[config.mk]
export PLATFORM = sky130hd
export DESIGN_NAME = pipe_hazard_ctrl_flat
export DESIGN_NICKNAME = d
export VERILOG_FILES = /design/src/rtl/pipe_hazard_ctrl_if.sv /design/src/rtl/pipe_hazard_ctrl.sv /design/src/flat_wrapper.sv
export SDC_FILE = /design/constraint.sdc
export NUM_CORES = 1
export LEC_CHECK = 0
export CORE_MARGIN = 3
export CORE_UTILIZATION = 44
export DETAILED_ROUTE_END_ITERATION = 6
export PLACE_DENSITY = 0.88
export SLEW_MARGIN = 5
export SYNTH_ARGS = -nofsm -noshare
export SYNTH_HDL_FRONTEND = slang
export SYNTH_SLANG_ARGS = --single-unit
[constraint.sdc]
create_clock -name clk_i -period 2.15 [get_ports clk_i]
set_input_delay 0.43 -clock clk_i [delete_from_list [all_inputs] [get_ports clk_i]]
set_output_delay 0.43 -clock clk_i [all_outputs]
set_load 0.02 [all_outputs]
[src/rtl/pipe_hazard_ctrl_if.sv]
// Pipeline-side bundle for the hazard/forwarding controller.
// The pipeline (master) presents the ID-stage instruction and flush request.
// The controller (slave) returns the stall/issue decision, the EX-aligned
// forward selects and the in-flight writer count.
interface pipe_hazard_ctrl_if #(
    parameter int ADDR_W     = 5,
    parameter int NUM_STAGES = 3,
    parameter int SEL_W      = $clog2(NUM_STAGES)
);
    localparam int CNT_W = $clog2(NUM_STAGES + 1);

    logic              id_valid_i;
    logic [ADDR_W-1:0] id_rs_i;
    logic [ADDR_W-1:0] id_rt_i;
    logic              id_use_rs_i;
    logic              id_use_rt_i;
    logic              id_wr_en_i;
    logic [ADDR_W-1:0] id_rd_i;
    logic              id_load_i;
    logic              flush_i;
    logic              stall_o;
    logic              issue_o;
    logic [SEL_W-1:0]  fwd_a_o;
    logic [SEL_W-1:0]  fwd_b_o;
    logic [CNT_W-1:0]  inflight_o;

    modport master (
        output id_valid_i, id_rs_i, id_rt_i, id_use_rs_i, id_use_rt_i,
        output id_wr_en_i, id_rd_i, id_load_i, flush_i,
        input  stall_o, issue_o, fwd_a_o, fwd_b_o, inflight_o
    );

    modport slave (
        input  id_valid_i, id_rs_i, id_rt_i, id_use_rs_i, id_use_rt_i,
        input  id_wr_en_i, id_rd_i, id_load_i, flush_i,
        output stall_o, issue_o, fwd_a_o, fwd_b_o, inflight_o
    );
endinterface

[src/rtl/pipe_hazard_ctrl.sv]
// Parametrised hazard and forwarding controller for the in-order pipeline.
// Keeps a shadow scoreboard of destination registers in flight after ID,
// stalls on load-use hazards and registers EX-aligned forward selects.
// Optional build macro HAZARD_PERF_EN adds saturating stall/flush counters.
module pipe_hazard_ctrl #(
    parameter int ADDR_W     = 5,
    parameter int NUM_STAGES = 3,
    parameter int LOAD_LAT   = 1,
    parameter int SEL_W      = $clog2(NUM_STAGES)
) (
    input  logic                clk_i,
    input  logic                rst_n_i,
    pipe_hazard_ctrl_if.slave   hz
`ifdef HAZARD_PERF_EN
    ,
    output logic [31:0]         stall_cnt_o,
    output logic [31:0]         flush_cnt_o
`endif
);
    localparam int CNT_W = $clog2(NUM_STAGES + 1);
    // Entry NUM_STAGES is never forwarded and drops out on the next shift,
    // so its only trace is its contribution to inflight_o; it is not held.
    localparam int HELD = NUM_STAGES - 1;

    logic [HELD:1]     sb_valid;
    logic [HELD:1]     sb_wr;
    logic [HELD:1]     sb_load;
    logic [ADDR_W-1:0] sb_rd [1:HELD];

    logic [SEL_W-1:0]  match_a;
    logic [SEL_W-1:0]  match_b;
    logic              haz_a;
    logic              haz_b;
    logic              stall;
    logic              issue;
    logic [CNT_W-1:0]  inflight_nxt;

    // Youngest matching producer per source; scanning oldest-first lets the
    // smallest k overwrite. Register 0 and unused sources never match.
    always_comb begin
        match_a = '0;
        match_b = '0;
        haz_a   = 1'b0;
        haz_b   = 1'b0;
        for (int k = HELD; k >= 1; k--) begin
            if (sb_valid[k] && sb_wr[k] && hz.id_use_rs_i &&
                (hz.id_rs_i != '0) && (sb_rd[k] == hz.id_rs_i)) begin
                match_a = SEL_W'(k);
                haz_a   = sb_load[k] && (k <= LOAD_LAT);
            end
            if (sb_valid[k] && sb_wr[k] && hz.id_use_rt_i &&
                (hz.id_rt_i != '0) && (sb_rd[k] == hz.id_rt_i)) begin
                match_b = SEL_W'(k);
                haz_b   = sb_load[k] && (k <= LOAD_LAT);
            end
        end
    end

    // Flush overrides stall; both decisions are held low while in reset.
    assign stall      = rst_n_i & hz.id_valid_i & (haz_a | haz_b) & ~hz.flush_i;
    assign issue      = rst_n_i & hz.id_valid_i & ~stall & ~hz.flush_i;
    assign hz.stall_o = stall;
    assign hz.issue_o = issue;

    // Writer count of the scoreboard as it will look after this edge's shift.
    always_comb begin
        inflight_nxt = CNT_W'(issue & hz.id_wr_en_i);
        for (int k = 1; k <= HELD; k++) begin
            inflight_nxt = inflight_nxt + CNT_W'(sb_valid[k] & sb_wr[k]);
        end
    end

    // Scoreboard shift, bubble insertion and registered forward selects.
    always_ff @(posedge clk_i or negedge rst_n_i) begin
        if (!rst_n_i) begin
            sb_valid      <= '0;
            sb_wr         <= '0;
            sb_load       <= '0;
            for (int k = 1; k <= HELD; k++) begin
                sb_rd[k] <= '0;
            end
            hz.fwd_a_o    <= '0;
            hz.fwd_b_o    <= '0;
            hz.inflight_o <= '0;
        end else begin
            sb_valid[1] <= issue;
            sb_wr[1]    <= hz.id_wr_en_i;
            sb_load[1]  <= hz.id_load_i;
            sb_rd[1]    <= hz.id_rd_i;
            for (int k = 2; k <= HELD; k++) begin
                sb_valid[k] <= sb_valid[k-1];
                sb_wr[k]    <= sb_wr[k-1];
                sb_load[k]  <= sb_load[k-1];
                sb_rd[k]    <= sb_rd[k-1];
            end
            hz.fwd_a_o    <= issue ? match_a : '0;
            hz.fwd_b_o    <= issue ? match_b : '0;
            hz.inflight_o <= inflight_nxt;
        end
    end

`ifdef HAZARD_PERF_EN
    // Saturating event counters for stall and flush cycles.
    always_ff @(posedge clk_i or negedge rst_n_i) begin
        if (!rst_n_i) begin
            stall_cnt_o <= '0;
            flush_cnt_o <= '0;
        end else begin
            if (stall && (stall_cnt_o != 32'hFFFF_FFFF)) begin
                stall_cnt_o <= stall_cnt_o + 32'd1;
            end
            if (hz.flush_i && (flush_cnt_o != 32'hFFFF_FFFF)) begin
                flush_cnt_o <= flush_cnt_o + 32'd1;
            end
        end
    end
`endif

endmodule

[src/flat_wrapper.sv]
// flat-port wrapper written by rule: the top's interface ports become plain ports
module pipe_hazard_ctrl_flat 
#(
    parameter int ADDR_W     = 5,
    parameter int NUM_STAGES = 3,
    parameter int LOAD_LAT   = 1,
    parameter int SEL_W      = $clog2(NUM_STAGES)
)
  (clk_i, rst_n_i, hz_id_valid_i, hz_id_rs_i, hz_id_rt_i, hz_id_use_rs_i, hz_id_use_rt_i, hz_id_wr_en_i, hz_id_rd_i, hz_id_load_i, hz_flush_i, hz_stall_o, hz_issue_o, hz_fwd_a_o, hz_fwd_b_o, hz_inflight_o);
  pipe_hazard_ctrl_if #(.ADDR_W(ADDR_W), .NUM_STAGES(NUM_STAGES), .SEL_W(SEL_W)) hz_i ();
  input  logic clk_i;
  input  logic rst_n_i;
  input wire logic [$bits(hz_i.id_valid_i)-1:0] hz_id_valid_i;
  input wire logic [$bits(hz_i.id_rs_i)-1:0] hz_id_rs_i;
  input wire logic [$bits(hz_i.id_rt_i)-1:0] hz_id_rt_i;
  input wire logic [$bits(hz_i.id_use_rs_i)-1:0] hz_id_use_rs_i;
  input wire logic [$bits(hz_i.id_use_rt_i)-1:0] hz_id_use_rt_i;
  input wire logic [$bits(hz_i.id_wr_en_i)-1:0] hz_id_wr_en_i;
  input wire logic [$bits(hz_i.id_rd_i)-1:0] hz_id_rd_i;
  input wire logic [$bits(hz_i.id_load_i)-1:0] hz_id_load_i;
  input wire logic [$bits(hz_i.flush_i)-1:0] hz_flush_i;
  output wire logic [$bits(hz_i.stall_o)-1:0] hz_stall_o;
  output wire logic [$bits(hz_i.issue_o)-1:0] hz_issue_o;
  output wire logic [$bits(hz_i.fwd_a_o)-1:0] hz_fwd_a_o;
  output wire logic [$bits(hz_i.fwd_b_o)-1:0] hz_fwd_b_o;
  output wire logic [$bits(hz_i.inflight_o)-1:0] hz_inflight_o;
  assign hz_i.id_valid_i = hz_id_valid_i;
  assign hz_i.id_rs_i = hz_id_rs_i;
  assign hz_i.id_rt_i = hz_id_rt_i;
  assign hz_i.id_use_rs_i = hz_id_use_rs_i;
  assign hz_i.id_use_rt_i = hz_id_use_rt_i;
  assign hz_i.id_wr_en_i = hz_id_wr_en_i;
  assign hz_i.id_rd_i = hz_id_rd_i;
  assign hz_i.id_load_i = hz_id_load_i;
  assign hz_i.flush_i = hz_flush_i;
  assign hz_stall_o = hz_i.stall_o;
  assign hz_issue_o = hz_i.issue_o;
  assign hz_fwd_a_o = hz_i.fwd_a_o;
  assign hz_fwd_b_o = hz_i.fwd_b_o;
  assign hz_inflight_o = hz_i.inflight_o;
  pipe_hazard_ctrl #(.ADDR_W(ADDR_W), .NUM_STAGES(NUM_STAGES), .LOAD_LAT(LOAD_LAT), .SEL_W(SEL_W)) u_core (.clk_i(clk_i), .rst_n_i(rst_n_i), .hz(hz_i));
endmodule
==> impl_metrics.env <==
export IMPL_status="complete, but fails checks"
export IMPL_violations="negative setup slack"
export IMPL_buffer_ports_inserted=30
export IMPL_max_freq_mhz=420
export IMPL_placementRows=15
export IMPL_num_antenna_cells=0
export IMPL_tightestPinTransition_ps=318
export IMPL_place_detailed_hpwl_um=1680
export IMPL_tritoncts_sink_count=21
export IMPL_die_height_um=51.6
export IMPL_design_power_total_mw=0.762
export IMPL_cts_path_max_buffers=2
export IMPL_final_antenna_net_count=0
export IMPL_p_clk_share_pct=24.7
export IMPL_final_setup_viol_count=4
export IMPL_syn_num_nets=91
export IMPL_critical_path_reg2reg_endpoint="u_core.hz.inflight_o[0]"
export IMPL_synthArstFlopShare_pct=100
export IMPL_final_hold_worst_slack_ps=383
export IMPL_cts_clk_slew_worst_paths_ps=110
export IMPL_worst_setup_skew_after_layout_ps=1.61
export IMPL_final_period_minus_worst_setup_slack_ps=2380
export IMPL_grt_first_pass_wirelength_um=3630
export IMPL_hold_depth=0
export IMPL_final_min_period_over_clock_period_pct=111
export IMPL_initial_antenna_violation_count=0
export IMPL_dr_pass1_iters=4
export IMPL_route_vias_total=760
export IMPL_timing_setup_critical_path_class="input port to flop"
export IMPL_totalWireLength_um=2480
export IMPL_maxCapViolCount=0
export IMPL_yosysUniqueCellTypes=19
export IMPL_synth_seq_cells=21
export IMPL_timing_final_hold_violations=0
export IMPL_first_global_vias=807
export IMPL_p_int_mw=0.568
export IMPL_holdCritPathClass="flop to flop"
export IMPL_floorplan_initialDensity_pct=49.8
export IMPL_clock_root_buffer="clkbuf_4"
export IMPL_critPathLaunchType="input port"
export IMPL_total_switching_power_mw=0.195
export IMPL_globalplace_congestion=0.928
export IMPL_clk_latency_ps=310
export IMPL_cp_end_kind="flop"
export IMPL_syn2layout_area_growth_pct=68.0
export IMPL_worst_r2r_setup_slack_ps=-130
export IMPL_leakage_nw=0.676
export IMPL_rsz_0062_raised_after_global_routing="yes"
export IMPL_slew_violations=0
export IMPL_dieArea_um2=2670
export IMPL_holdBufCountCts=0
export IMPL_grtUsageTotal_pct=18.8
export IMPL_drc=0
export IMPL_power_density_nw_per_um2=495
export IMPL_r2r_cells=10
export IMPL_syn_cell_area_um2=916
export IMPL_p_seq_share_pct=55.5
export IMPL_layout_cells_non_filler=154
export IMPL_nets=154
export IMPL_place_area_um2=1410
export IMPL_drt_iter0_markers=15
export IMPL_grt_start_max_net_pins=22
export IMPL_cts_max_level=1
export IMPL_timing_max_slew_rel_slack_pct=78.7
export IMPL_routed_via_density=4.94
export IMPL_worst_r2r_start="u_core.sb_rd[9]"
export IMPL_comb_power_share_pct=19.8
export IMPL_post_route_worst_setup_slack_ps=-232
export IMPL_synth_enable_flop_cells=0
export IMPL_cp_required_ps=2340
export IMPL_final_core_utilization_pct=83.7
export IMPL_post_route_cells_drive_above_1_share_pct=42.6
export IMPL_vdd_ir_drop_max_uv=430
export IMPL_numCtsBuffers=3
export IMPL_die_width_um=51.6
export IMPL_synth_sequential_area_ratio_pct=57.4
export IMPL_dp_slack_ps=-934
export IMPL_critical_path_endpoint="u_core.hz.inflight_o[0]"
export IMPL_gr_total_overflow=0
export IMPL_critPathMaxFanout=2
export IMPL_tritoncts="yes"
export IMPL_postSynth_topFlopCell="dfrtp_1"
export IMPL_placedCellCount=141
export IMPL_wl_per_cell_um=16.1
export IMPL_worstSetupStartpoint="hz_id_rs_i[0]"
export IMPL_swShare_pct=25.5
export IMPL_setup_tns_ps=-694
export IMPL_synthCells=67
export IMPL_floorplan_io_pins=31
export IMPL_ys_warnings_count=0
export IMPL_floorplan_core_area_um2=1840
export IMPL_stdcell_area_um2=1540
export IMPL_avgSynthCellArea_um2=13.7
export IMPL_worstPathArrival_ps=2570
[timing repair]
action,4_1_cts,5_1_grt
buffers inserted,4,5
pin swaps,12,13
resized for setup,41,14
endpoints found under the setup margin,3,3
[routing by layer]
metal	GRT usage [%]	share of wire (%)	vias to the layer above
li1	-	-	356
met1	23.7	44	371
met2	30.3	50	28
met3	3.72	4.6	5
met4	9.61	1.8	0
met5	0	0	-
[state kept, by name (all words and copies together), names as in the netlist]
register	count
u_core.sb_wr	2
u_core.hz.inflight_o	2
u_core.hz.fwd_a_o	2
u_core.sb_valid	2
u_core.sb_load	1
u_core.sb_rd	10
u_core.hz.fwd_b_o	2
[critical path: stages]
cell and delay (ps):
buf_6 90, or4_4 540, o21ai_4 220, nor4_4 60, o21a_1 200, buf_6 130
buf_4 120, buf_6 110, nor3b_4 220, fa_1 450
[area by class of cell]
type	count	area, µm²
multi-input combinational	45	454
clock buffer	3	22.5
fill	97	300
sequential	21	527
clock inverter	1	5.00
inverter	1	3.75
timing repair buffer	58	495
tap	25	31.3
[power groups by stage]
| stage | Sequential (mW) | Combinational [mW] | Clock, mW |
|---|---|---|---|
| 2_1_floorplan | 0.431 | 0.0450 | 0 |
| 3_3_place_gp | 0.429 | 0.138 | 0 |
| 3_5_place_dp | 0.431 | 0.140 | 0 |
| 4_1_cts | 0.423 | 0.140 | 0.193 |
| 5_1_grt | 0.425 | 0.160 | 0.210 |
| 6_report | 0.423 | 0.151 | 0.189 |
[cell usage after synthesis, types with 2 or more instances]
library cell / instances / area, µm²
dfrtp_1: 21 / 526
xnor2_1: 12 / 105
xor2_1: 8 / 70.1
nand4_1: 4 / 25.0
a2111oi_2: 2 / 30.0
nor2b_1: 2 / 12.5
nor3_1: 2 / 10.0
nor3b_1: 2 / 15.0
nor4_2: 2 / 25.0
o21ai_2: 2 / 17.5
or4_1: 2 / 15.0
[cell families (layout without fill, tap and decap cells)]
logic type,Yosys count,in the layout,share of synthesized area (%)
AND/OR/NAND/NOR,19,19,14.9
XOR/XNOR,20,20,19.1
AO/OA/AOI/OAI,5,5,6.01
flip-flops,21,21,57.4
adder cells (fa/ha/maj),1,1,2.19
buffers and inverters,1,63,0.409
[how the worst min path moves through the flow]
| stage | slack (ps) | start | endpoint |
|---|---|---|---|
| floorplan | 130 | rst_n_i | u_core.hz.fwd_a_o[0] |
| global placement | 360 | u_core.sb_wr[1] | u_core.sb_wr[2] |
| detailed placement | 360 | u_core.sb_valid[1] | u_core.sb_valid[2] |
| CTS | 380 | u_core.sb_valid[1] | u_core.sb_valid[2] |
| global route | 410 | u_core.sb_valid[1] | u_core.sb_valid[2] |
| finish | 380 | u_core.sb_valid[1] | u_core.sb_valid[2] |
[placed cells by master (no fill, tap or decap), types with 2 or more instances in the layout]
cell             count
xor2_1               8
a2111oi_2            2
clkbuf_4             3
nor3b_1              2
clkbuf_2             3
buf_2                2
or4_4                2
nand4_1              4
clkdlybuf4s50_1     18
dlygate4sd2_1        2
nor3_1               2
dfrtp_1             20
xnor2_1             10
buf_6                6
o21ai_4              2
xnor2_2              2
buf_4               26
No activity file was read; power rests on OpenSTA's default activity.
